==> src/rtl/me_stage_vl.sv <==
// Memory-access stage between EX and WB: waits for variable-latency load data, buffers it while
// WB stalls, discards responses of flushed loads, and exposes forwarding/hazard info to ID.
module me_stage_vl #(
  parameter int unsigned PC_W     = 32,
  parameter int unsigned DATA_W   = 32,
  parameter int unsigned DEST_W   = 5,
  parameter int unsigned MAX_DROP = 3
) (
  input  logic                             clk,
  input  logic                             reset,
  input  logic                             EX_to_ME_Valid,
  input  logic [PC_W+DATA_W+DEST_W+6-1:0]  EX_to_ME_Bus,
  output logic                             ME_Allow_in,
  input  logic                             WB_Allow_in,
  output logic                             ME_to_WB_Valid,
  output logic [PC_W+DEST_W+1+DATA_W-1:0]  ME_to_WB_Bus,
  input  logic                             flush,
  input  logic                             data_sram_data_ok,
  input  logic [DATA_W-1:0]                data_sram_rdata,
  output logic [DEST_W-1:0]                ME_dest,
  output logic                             ME_fwd_valid,
  output logic [DATA_W-1:0]                ME_fwd_data
);

  localparam int unsigned OffW = $clog2(DATA_W / 8);
  localparam int unsigned CntW = $clog2(MAX_DROP + 1);

  logic [PC_W-1:0]   ex_pc;
  logic [DATA_W-1:0] ex_alu;
  logic [2:0]        ex_mem_op;
  logic              ex_res_mem;
  logic              ex_gr_we;
  logic [DEST_W-1:0] ex_dest;

  assign {ex_pc, ex_alu, ex_mem_op, ex_res_mem, ex_gr_we, ex_dest} = EX_to_ME_Bus;

  logic              me_valid_q, me_valid_d;
  logic [PC_W-1:0]   pc_q, pc_d;
  logic [DATA_W-1:0] alu_q, alu_d;
  logic [2:0]        mem_op_q, mem_op_d;
  logic              res_mem_q, res_mem_d;
  logic              gr_we_q, gr_we_d;
  logic [DEST_W-1:0] dest_q, dest_d;
  logic [DATA_W-1:0] rbuf_q, rbuf_d;
  logic              rbuf_valid_q, rbuf_valid_d;
  logic [CntW-1:0]   drop_cnt_q, drop_cnt_d;

  logic              data_ok_live;
  logic              wait_data;
  logic              ready_go;
  logic              allow_in;
  logic              to_wb_valid;
  logic              leave;
  logic              accept;
  logic              drop_inc;
  logic              drop_dec;
  logic [DATA_W-1:0] raw;
  logic [DATA_W-1:0] shifted;
  logic [DATA_W-1:0] extracted;
  logic [DATA_W-1:0] final_result;

  // Handshake: a response only belongs to the current load once every stale one has drained.
  always_comb begin
    data_ok_live = data_sram_data_ok && (drop_cnt_q == '0);
    wait_data    = me_valid_q && res_mem_q && !rbuf_valid_q;
    ready_go     = !me_valid_q || !res_mem_q || rbuf_valid_q || data_ok_live;
    allow_in     = !me_valid_q || (ready_go && WB_Allow_in);
    to_wb_valid  = me_valid_q && ready_go && !flush;
    leave        = to_wb_valid && WB_Allow_in;
    accept       = EX_to_ME_Valid && allow_in;
    drop_inc     = flush && wait_data && !data_ok_live;
    drop_dec     = data_sram_data_ok && (drop_cnt_q != '0);
  end

  always_comb begin
    me_valid_d   = me_valid_q;
    pc_d         = pc_q;
    alu_d        = alu_q;
    mem_op_d     = mem_op_q;
    res_mem_d    = res_mem_q;
    gr_we_d      = gr_we_q;
    dest_d       = dest_q;
    rbuf_d       = rbuf_q;
    rbuf_valid_d = rbuf_valid_q;
    drop_cnt_d   = drop_cnt_q + CntW'(drop_inc) - CntW'(drop_dec);

    if (flush) begin
      me_valid_d = 1'b0;
    end else if (allow_in) begin
      me_valid_d = EX_to_ME_Valid;
    end

    if (accept) begin
      pc_d      = ex_pc;
      alu_d     = ex_alu;
      mem_op_d  = ex_mem_op;
      res_mem_d = ex_res_mem;
      gr_we_d   = ex_gr_we;
      dest_d    = ex_dest;
    end

    if (flush || leave) begin
      rbuf_valid_d = 1'b0;
    end else if (data_ok_live && wait_data && !WB_Allow_in) begin
      rbuf_valid_d = 1'b1;
      rbuf_d       = data_sram_rdata;
    end
  end

  always_ff @(posedge clk or posedge reset) begin
    if (reset) begin
      me_valid_q   <= 1'b0;
      pc_q         <= '0;
      alu_q        <= '0;
      mem_op_q     <= '0;
      res_mem_q    <= 1'b0;
      gr_we_q      <= 1'b0;
      dest_q       <= '0;
      rbuf_q       <= '0;
      rbuf_valid_q <= 1'b0;
      drop_cnt_q   <= '0;
    end else begin
      me_valid_q   <= me_valid_d;
      pc_q         <= pc_d;
      alu_q        <= alu_d;
      mem_op_q     <= mem_op_d;
      res_mem_q    <= res_mem_d;
      gr_we_q      <= gr_we_d;
      dest_q       <= dest_d;
      rbuf_q       <= rbuf_d;
      rbuf_valid_q <= rbuf_valid_d;
      drop_cnt_q   <= drop_cnt_d;
    end
  end

  // Little-endian lane select: shift the addressed byte down to bit 0, then extend.
  always_comb begin
    raw     = rbuf_valid_q ? rbuf_q : data_sram_rdata;
    shifted = raw >> {alu_q[OffW-1:0], 3'b000};
    case (mem_op_q)
      3'd0:    extracted = DATA_W'($signed(shifted[7:0]));
      3'd1:    extracted = DATA_W'($signed(shifted[15:0]));
      3'd2:    extracted = DATA_W'($signed(shifted[31:0]));
      3'd4:    extracted = DATA_W'(shifted[7:0]);
      3'd5:    extracted = DATA_W'(shifted[15:0]);
      3'd6:    extracted = DATA_W'(shifted[31:0]);
      default: extracted = raw;
    endcase
    final_result = res_mem_q ? extracted : alu_q;
  end

  assign ME_Allow_in    = allow_in;
  assign ME_to_WB_Valid = to_wb_valid;
  assign ME_to_WB_Bus   = {pc_q, gr_we_q, dest_q, final_result};
  assign ME_dest        = (me_valid_q && gr_we_q) ? dest_q : '0;
  assign ME_fwd_valid   = me_valid_q && gr_we_q && ready_go;
  assign ME_fwd_data    = final_result;

  drop_cnt_sat_a: assert property (@(posedge clk) disable iff (reset)
    !(drop_inc && !drop_dec && (drop_cnt_q == CntW'(MAX_DROP))));

endmodule

==> config.mk <==
export PLATFORM = sky130hd
export DESIGN_NAME = me_stage_vl
export DESIGN_NICKNAME = d
export VERILOG_FILES = /design/src/rtl/me_stage_vl.sv
export SDC_FILE = /design/constraint.sdc
export NUM_CORES = 1
export LEC_CHECK = 0
export ABC_AREA = 1
export CORE_MARGIN = 5
export CORE_UTILIZATION = 50
export CTS_CLUSTER_SIZE = 14
export DETAILED_ROUTE_END_ITERATION = 6
export PLACE_DENSITY = 0.84
export SYNTH_ARGS = -nofsm -noshare
export SYNTH_HDL_FRONTEND = slang
export SYNTH_SLANG_ARGS = --single-unit
==> constraint.sdc <==
create_clock -name clk -period 7.8 [get_ports clk]
set_input_delay 2.34 -clock clk [delete_from_list [all_inputs] [get_ports clk]]
set_output_delay 2.34 -clock clk [all_outputs]
set_load 0.02 [all_outputs]
==> results of run 1 <==
## through the flow
stage	instances	hold slack, ps	utilization (%)	setup slack (ps)
3_3_place_gp	1269	461	66.4	662
6_report	1285	481	68.9	639
5_1_grt	1285	503	68.9	443
3_5_place_dp	1269	465	66.4	669
2_1_floorplan	952	448	-	1980
4_1_cts	1285	485	68.9	650
## layout make-up
cell class | instances | area, um^2
fill | 1123 | 3930
clock buffer | 10 | 239
multi-input combinational | 673 | 2840
sequential | 110 | 2750
inverter | 88 | 333
tap | 172 | 215
clock inverter | 6 | 65.1
timing repair buffer | 226 | 2250
## Yosys cell counts
cell type	number	share of area, %
a21o_1	1	0.12
a21oi_1	14	1.1
a31oi_1	7	0.68
a32oi_1	1	0.14
buf_1	1	0.058
buf_2	7	0.54
buf_4	45	5.2
buf_6	8	1.4
clkbuf_1	20	1.2
clkinv_1	1	0.058
dfrtp_1	110	43
ha_1	2	0.39
inv_1	83	4.8
inv_2	4	0.23
nand2_1	459	27
nand2_2	3	0.29
nand3_1	69	5.3
nand3_2	2	0.31
nand4_1	1	0.097
nand4_2	1	0.19
nor2_1	31	1.8
nor2_2	1	0.097
nor2_4	1	0.17
o211ai_1	4	0.46
o21a_1	1	0.12
o21ai_0	73	5.7
xnor2_1	2	0.27
## flip-flops by register name, indices dropped and copies added, names as in the netlist
signal and count:
alu_q 32, pc_q 32, rbuf_q 32, dest_q 5, mem_op_q 3, drop_cnt_q 2
gr_we_q 1, me_valid_q 1, rbuf_valid_q 1, res_mem_q 1
## worst register-to-register path: cells and delay by family, from the launching register on
| family | cells | cell delay, ps |
|---|---|---|
| buf+inv | 1 | 550 |
| flops | 1 | 1060 |
| simple gates | 8 | 940 |
## power by group through the flow
stage          Clock [mW]  Combinational (mW)  Sequential [mW]
2_1_floorplan           0               0.470            0.759
3_3_place_gp            0               0.765            0.747
3_5_place_dp            0               0.780            0.749
4_1_cts             0.474               0.782            0.742
5_1_grt             0.493               0.854            0.755
6_report            0.464               0.775            0.743
## cells by family after synthesis
logic type,after synthesis
adder cells (fa/ha/maj),2
AND/OR/NAND/NOR,568
XOR/XNOR,2
buffers and inverters,169
AO/OA/AOI/OAI,101
flip-flops,110
## layer usage
metal	up-vias	wire length, um	track usage (%)
met1	2915	7560	31.1
met5	-	0	0
li1	3212	-	-
met2	264	9040	40.7
met3	39	2060	10.2
met4	0	602	9.48
## final timing paths
path	from	to	slack, ps
max	data_sram_rdata[23]	ME_fwd_data[11]	640
min	alu_q[23]$_DFFE_PP0P_	alu_q[23]$_DFFE_PP0P_	480
max reg2reg	res_mem_q$_DFFE_PP0P_	alu_q[3]$_DFFE_PP0P_	5190
min reg2reg	alu_q[23]$_DFFE_PP0P_	alu_q[23]$_DFFE_PP0P_	480
max in group asynchronous	reset	rbuf_q[17]$_DFFE_PP0P_	4170
min in group asynchronous	reset	pc_q[5]$_DFFE_PP0P_	2450
==> qor.yml, run 1 <==
run_status:
  status: "completed"
setup_path:
  path_common_cell: "nand2_1"
  crit_chain: "clkdlybuf4s50_1 -> nand2_1 -> nand3_1 -> nand2_1 -> nand2_1 -> nand3_2 -> nand3_1 -> nand2_1 -> nand2_1 -> clkdlybuf4s50_1"
  startpoint_type: "primary input"
  cp-end-kind: "primary output"
  cp.depth: 10
  crit_slowest_cell: "clkdlybuf4s50_1"
  critPathBufInv: 2
  critical_path_class: "primary input to primary output"
  worst_ep_arrival_time_ps: 4820
  cpPeakStageDelay_ps: 620
  r2r_cells: 9
  worst-path-max-fanout: 24
  required_ps: 5460
  critPathTopFamily: "simple AND/OR/NAND/NOR gates"
placement:
  globalplace.congestion: 0.941
  portBuffers: 221
  dp_hpwl_um: 14200
  place_area_um2: 8390
pwr:
  p_clk_share_pct: 23.4
  power_frac_seq_pct: 37.5
  power_leakage_nw: 4.54
  p_per_area_nw_per_um2: 228
  power_mw: 1.98
  ir_drop_mv: 0.163
  intPower_mw: 1.25
  p_switching_mw: 0.733
  p_sw_share_pct: 37.0
  power_frac_comb_pct: 39.1
sta:
  slew_headroom_pct: 23.9
  slew_violations: 0
  finalSetupTns_ps: 0
  hold_viol_final: 0
  rsz0062_at_grt: "no"
  fmax_mhz: 140
  skew_ps: 9.57
  period_needed_ps: 7160
  worst_slew_pin_slew_ps: 1140
  finalSetupViolations: 0
  period_share_pct: 91.8
layout:
  layout_common_cells: "459 x nand2_1, 221 x clkdlybuf4s50_1, 110 x dfrtp_1"
  area_delta_synth_final_pct: 34.5
  final_common_cell: "nand2_1"
  n_antenna_cell: 0
  final_cell_area_um2: 8690
  drive_gt1_share_pct: 3.05
  fin_nets: 1223
global_route:
  grt_pass1_vias: 6261
  grt_overflow: 0
  grt_pass1_wl_um: 30700
  grt_usage_pct: 25.5
  grt_max_degree: 85
  antenna_found_initial: 0
synthesis:
  synth_adder_area_share_pct: 0.387
  syn_area_um2: 6460
  synth_top_family_by_area: "simple AND/OR/NAND/NOR gates"
  synth_cell_types: 27
  synthSimpleGateAreaFrac_pct: 35.0
  synth_compound_area_share_pct: 8.25
  postSynthAreaPerCell_um2: 6.79
  synth_cells: 952
  yosys_warnings: 0
  syn-num-nets: 1067
  synth.area.mux_share_pct: 0
  ys_ff_latch: 110
  ys_seq_area_share_pct: 42.6
  synth_xor_xnor_area_share_pct: 0.271
floorplan:
  fp.dieH_um: 124
  die_x_um: 124
  io_pins: 223
  rows: 41
  initial_utilization_pct: 51.2
  die_area_um2: 15300
  core_um2: 12600
clocking:
  clock_path_buffers: 2
  post_cts_resized: 0
  cts_tree: "yes"
  cts_made_buffers: 9
  postCtsHoldBufs: 0
  clkTransAtPathRegs_ps: 70
  cts-htree-levels: 3
  clkSinkCount: 110
  post_cts_buffers: 0
  root_buffer: "clkbuf_16"
  clock_latency_ps: 360
hold_path:
  whs_path_depth: 2
  worst_hold_path_type: "flip-flop to flip-flop"
job:
  cap_violations: 0
drt:
  drt_iter0_markers: 606
  drc_errors: 0
  ant_nets: 0
  avgRoutedWirePerCell_um: 15.0
  first_pass_iters: 5
  vias: 6430
  viasPerCell: 5.00
  wirelength_um: 19300
Power figures use the tool's default switching activity.
==> run 2: changes to the inputs <==
--- a/config.mk
+++ b/config.mk
@@ -6,6 +6,7 @@
 export NUM_CORES = 1
 export LEC_CHECK = 0
 export ABC_AREA = 1
+export CORE_ASPECT_RATIO = 2
 export CORE_MARGIN = 5
 export CORE_UTILIZATION = 50
 export CTS_CLUSTER_SIZE = 14
==> qor.yml, run 2 (synthesis gave the netlist of run 1 again) <==
run_status:
  status: "completed"
drt:
  first_pass_iters: 5
  ant_nets: 0
  vias: 6552
  drc_errors: 0
  drt_iter0_markers: 538
  dr.max_layer_used: "met4"
  drt-met1-wl_um: 7320
  routed-wl-met2_um: 11000
  viasPerCell: 5.18
  wl_met3_um: 1320
  avgRoutedWirePerCell_um: 16.5
  wirelength_um: 20900
layout:
  final_cell_area_um2: 8680
  fin_nets: 1225
  layout.core_utilization_pct: 68.8
  multi_input_area_um2: 2840
  layout_common_cells: "459 x nand2_1, 221 x clkdlybuf4s50_1, 110 x dfrtp_1"
  n_antenna_cell: 0
  drive_gt1_share_pct: 3.23
  reg.largest.list: "alu_q (32), pc_q (32), rbuf_q (32)"
  regArea_um2: 2750
  fillers: 1140
  area_delta_synth_final_pct: 34.4
  final_common_cell: "nand2_1"
clocking:
  clock_latency_ps: 360
  cts_tree: "yes"
  clkTransAtPathRegs_ps: 80
  post_cts_resized: 0
  cts-htree-levels: 3
  cts_made_buffers: 9
  post_cts_buffers: 0
  clock_path_buffers: 2
  clkSinkCount: 110
  postCtsHoldBufs: 0
  root_buffer: "clkbuf_16"
global_route:
  antenna_found_initial: 0
  grt_pass1_vias: 6490
  grt_overflow: 0
  grt_usage_pct: 26.5
  grt_max_degree: 71
  grt_pass1_wl_um: 32400
hold_path:
  whs_path_depth: 2
  min_from: "alu_q[3]$_DFFE_PP0P_"
  hold_end: "alu_q[3]$_DFFE_PP0P_"
  worst_hold_path_type: "flip-flop to flip-flop"
placement:
  dp_hpwl_um: 15800
  portBuffers: 221
  place_area_um2: 8370
  globalplace.congestion: 1.02
sta:
  period_needed_ps: 7120
  finalSetupTns_ps: 0
  slew_headroom_pct: 26.3
  hold_viol_final: 0
  skew_ps: 11.0
  worst_slew_pin_slew_ps: 1100
  slew_violations: 0
  fmax_mhz: 140
  finalSetupViolations: 0
  rsz0062_at_grt: "no"
  period_share_pct: 91.3
floorplan:
  io_pins: 223
  die_x_um: 90.4
  initial_utilization_pct: 51.2
  core_um2: 12600
  rows: 58
  fp.dieH_um: 171
  die_area_um2: 15400
pwr:
  power_leakage_nw: 4.55
  ir_drop_mv: 0.159
  p_per_area_nw_per_um2: 231
  power_mw: 2.01
setup_path:
  cp-end-kind: "primary output"
  startpoint_type: "primary input"
  r2r_cells: 10
  critical_path_class: "primary input to primary output"
  r2r_slack_ps: 5030
  worst_ep_arrival_time_ps: 4780
  worst-path-max-fanout: 24
  required_ps: 5460
  rr_startpoint: "res_mem_q$_DFFE_PP0P_"
  rr_endpoint: "pc_q[26]$_DFFE_PP0P_"
job:
  cap_violations: 0
-- run 2: changes by cell type in the layout (fill, tap and decap cells not counted) --
cell | previous run | this run
buf_4 | 5 | 7
clkinv_4 | 3 | 1
clkinv_8 | 1 | 2
inv_6 | 0 | 1
-- run 2: cell type report --
cell class,count,area share [%]
Clock inverter,6,0.836
Tap cell,150,2.16
Clock buffer,10,2.75
Timing Repair Buffer,228,26.1
Multi-Input combinational cell,673,32.6
Inverter,88,3.83
Sequential cell,110,31.7
-- run 2: worst max path at each step --
| stage | from | end | depth (start not counted) |
|---|---|---|---|
| 2_1_floorplan | data_sram_rdata[23] | ME_to_WB_Bus[7] | 7 |
| 5_1_grt | data_sram_rdata[23] | ME_fwd_data[11] | 10 |
| 3_5_place_dp | data_sram_rdata[23] | ME_fwd_data[12] | 10 |
| 3_3_place_gp | data_sram_rdata[23] | ME_fwd_data[12] | 10 |
| 4_1_cts | data_sram_rdata[23] | ME_fwd_data[12] | 10 |
| 6_report | data_sram_rdata[23] | ME_fwd_data[13] | 10 |
-- run 2: through the flow --
step	setup slack (ps)	cells	hold WS [ps]
after floorplan	1980	952	448
after CTS	687	1265	484
final	678	1265	481
after global placement	677	1249	461
after detailed placement	695	1249	464
after global routing	548	1265	502
-- run 2: power breakdown --
part | total (mW) | internal (mW) | switching, mW
sequential | 0.744 | 0.671 | 0.0731
clock | 0.477 | 0.238 | 0.239
combinational | 0.787 | 0.343 | 0.444
total | 2.01 | 1.25 | 0.756
-- run 2: worst max-delay path, cell delays in order --
cell and delay [ps]:
clkdlybuf4s50_1 540, nand2_1 110, nand3_1 100, nand2_1 80
nand2_1 90, nand3_2 420, nand3_1 200, nand2_1 130
nand2_1 140, clkdlybuf4s50_1 630
-- run 2: routing by layer --
metal  global-route usage [%]  vias up
li1                         -     3216
met5                        0        -
met3                     5.72       72
met4                     14.8        0
met2                     48.0      286
met1                     28.3     2978
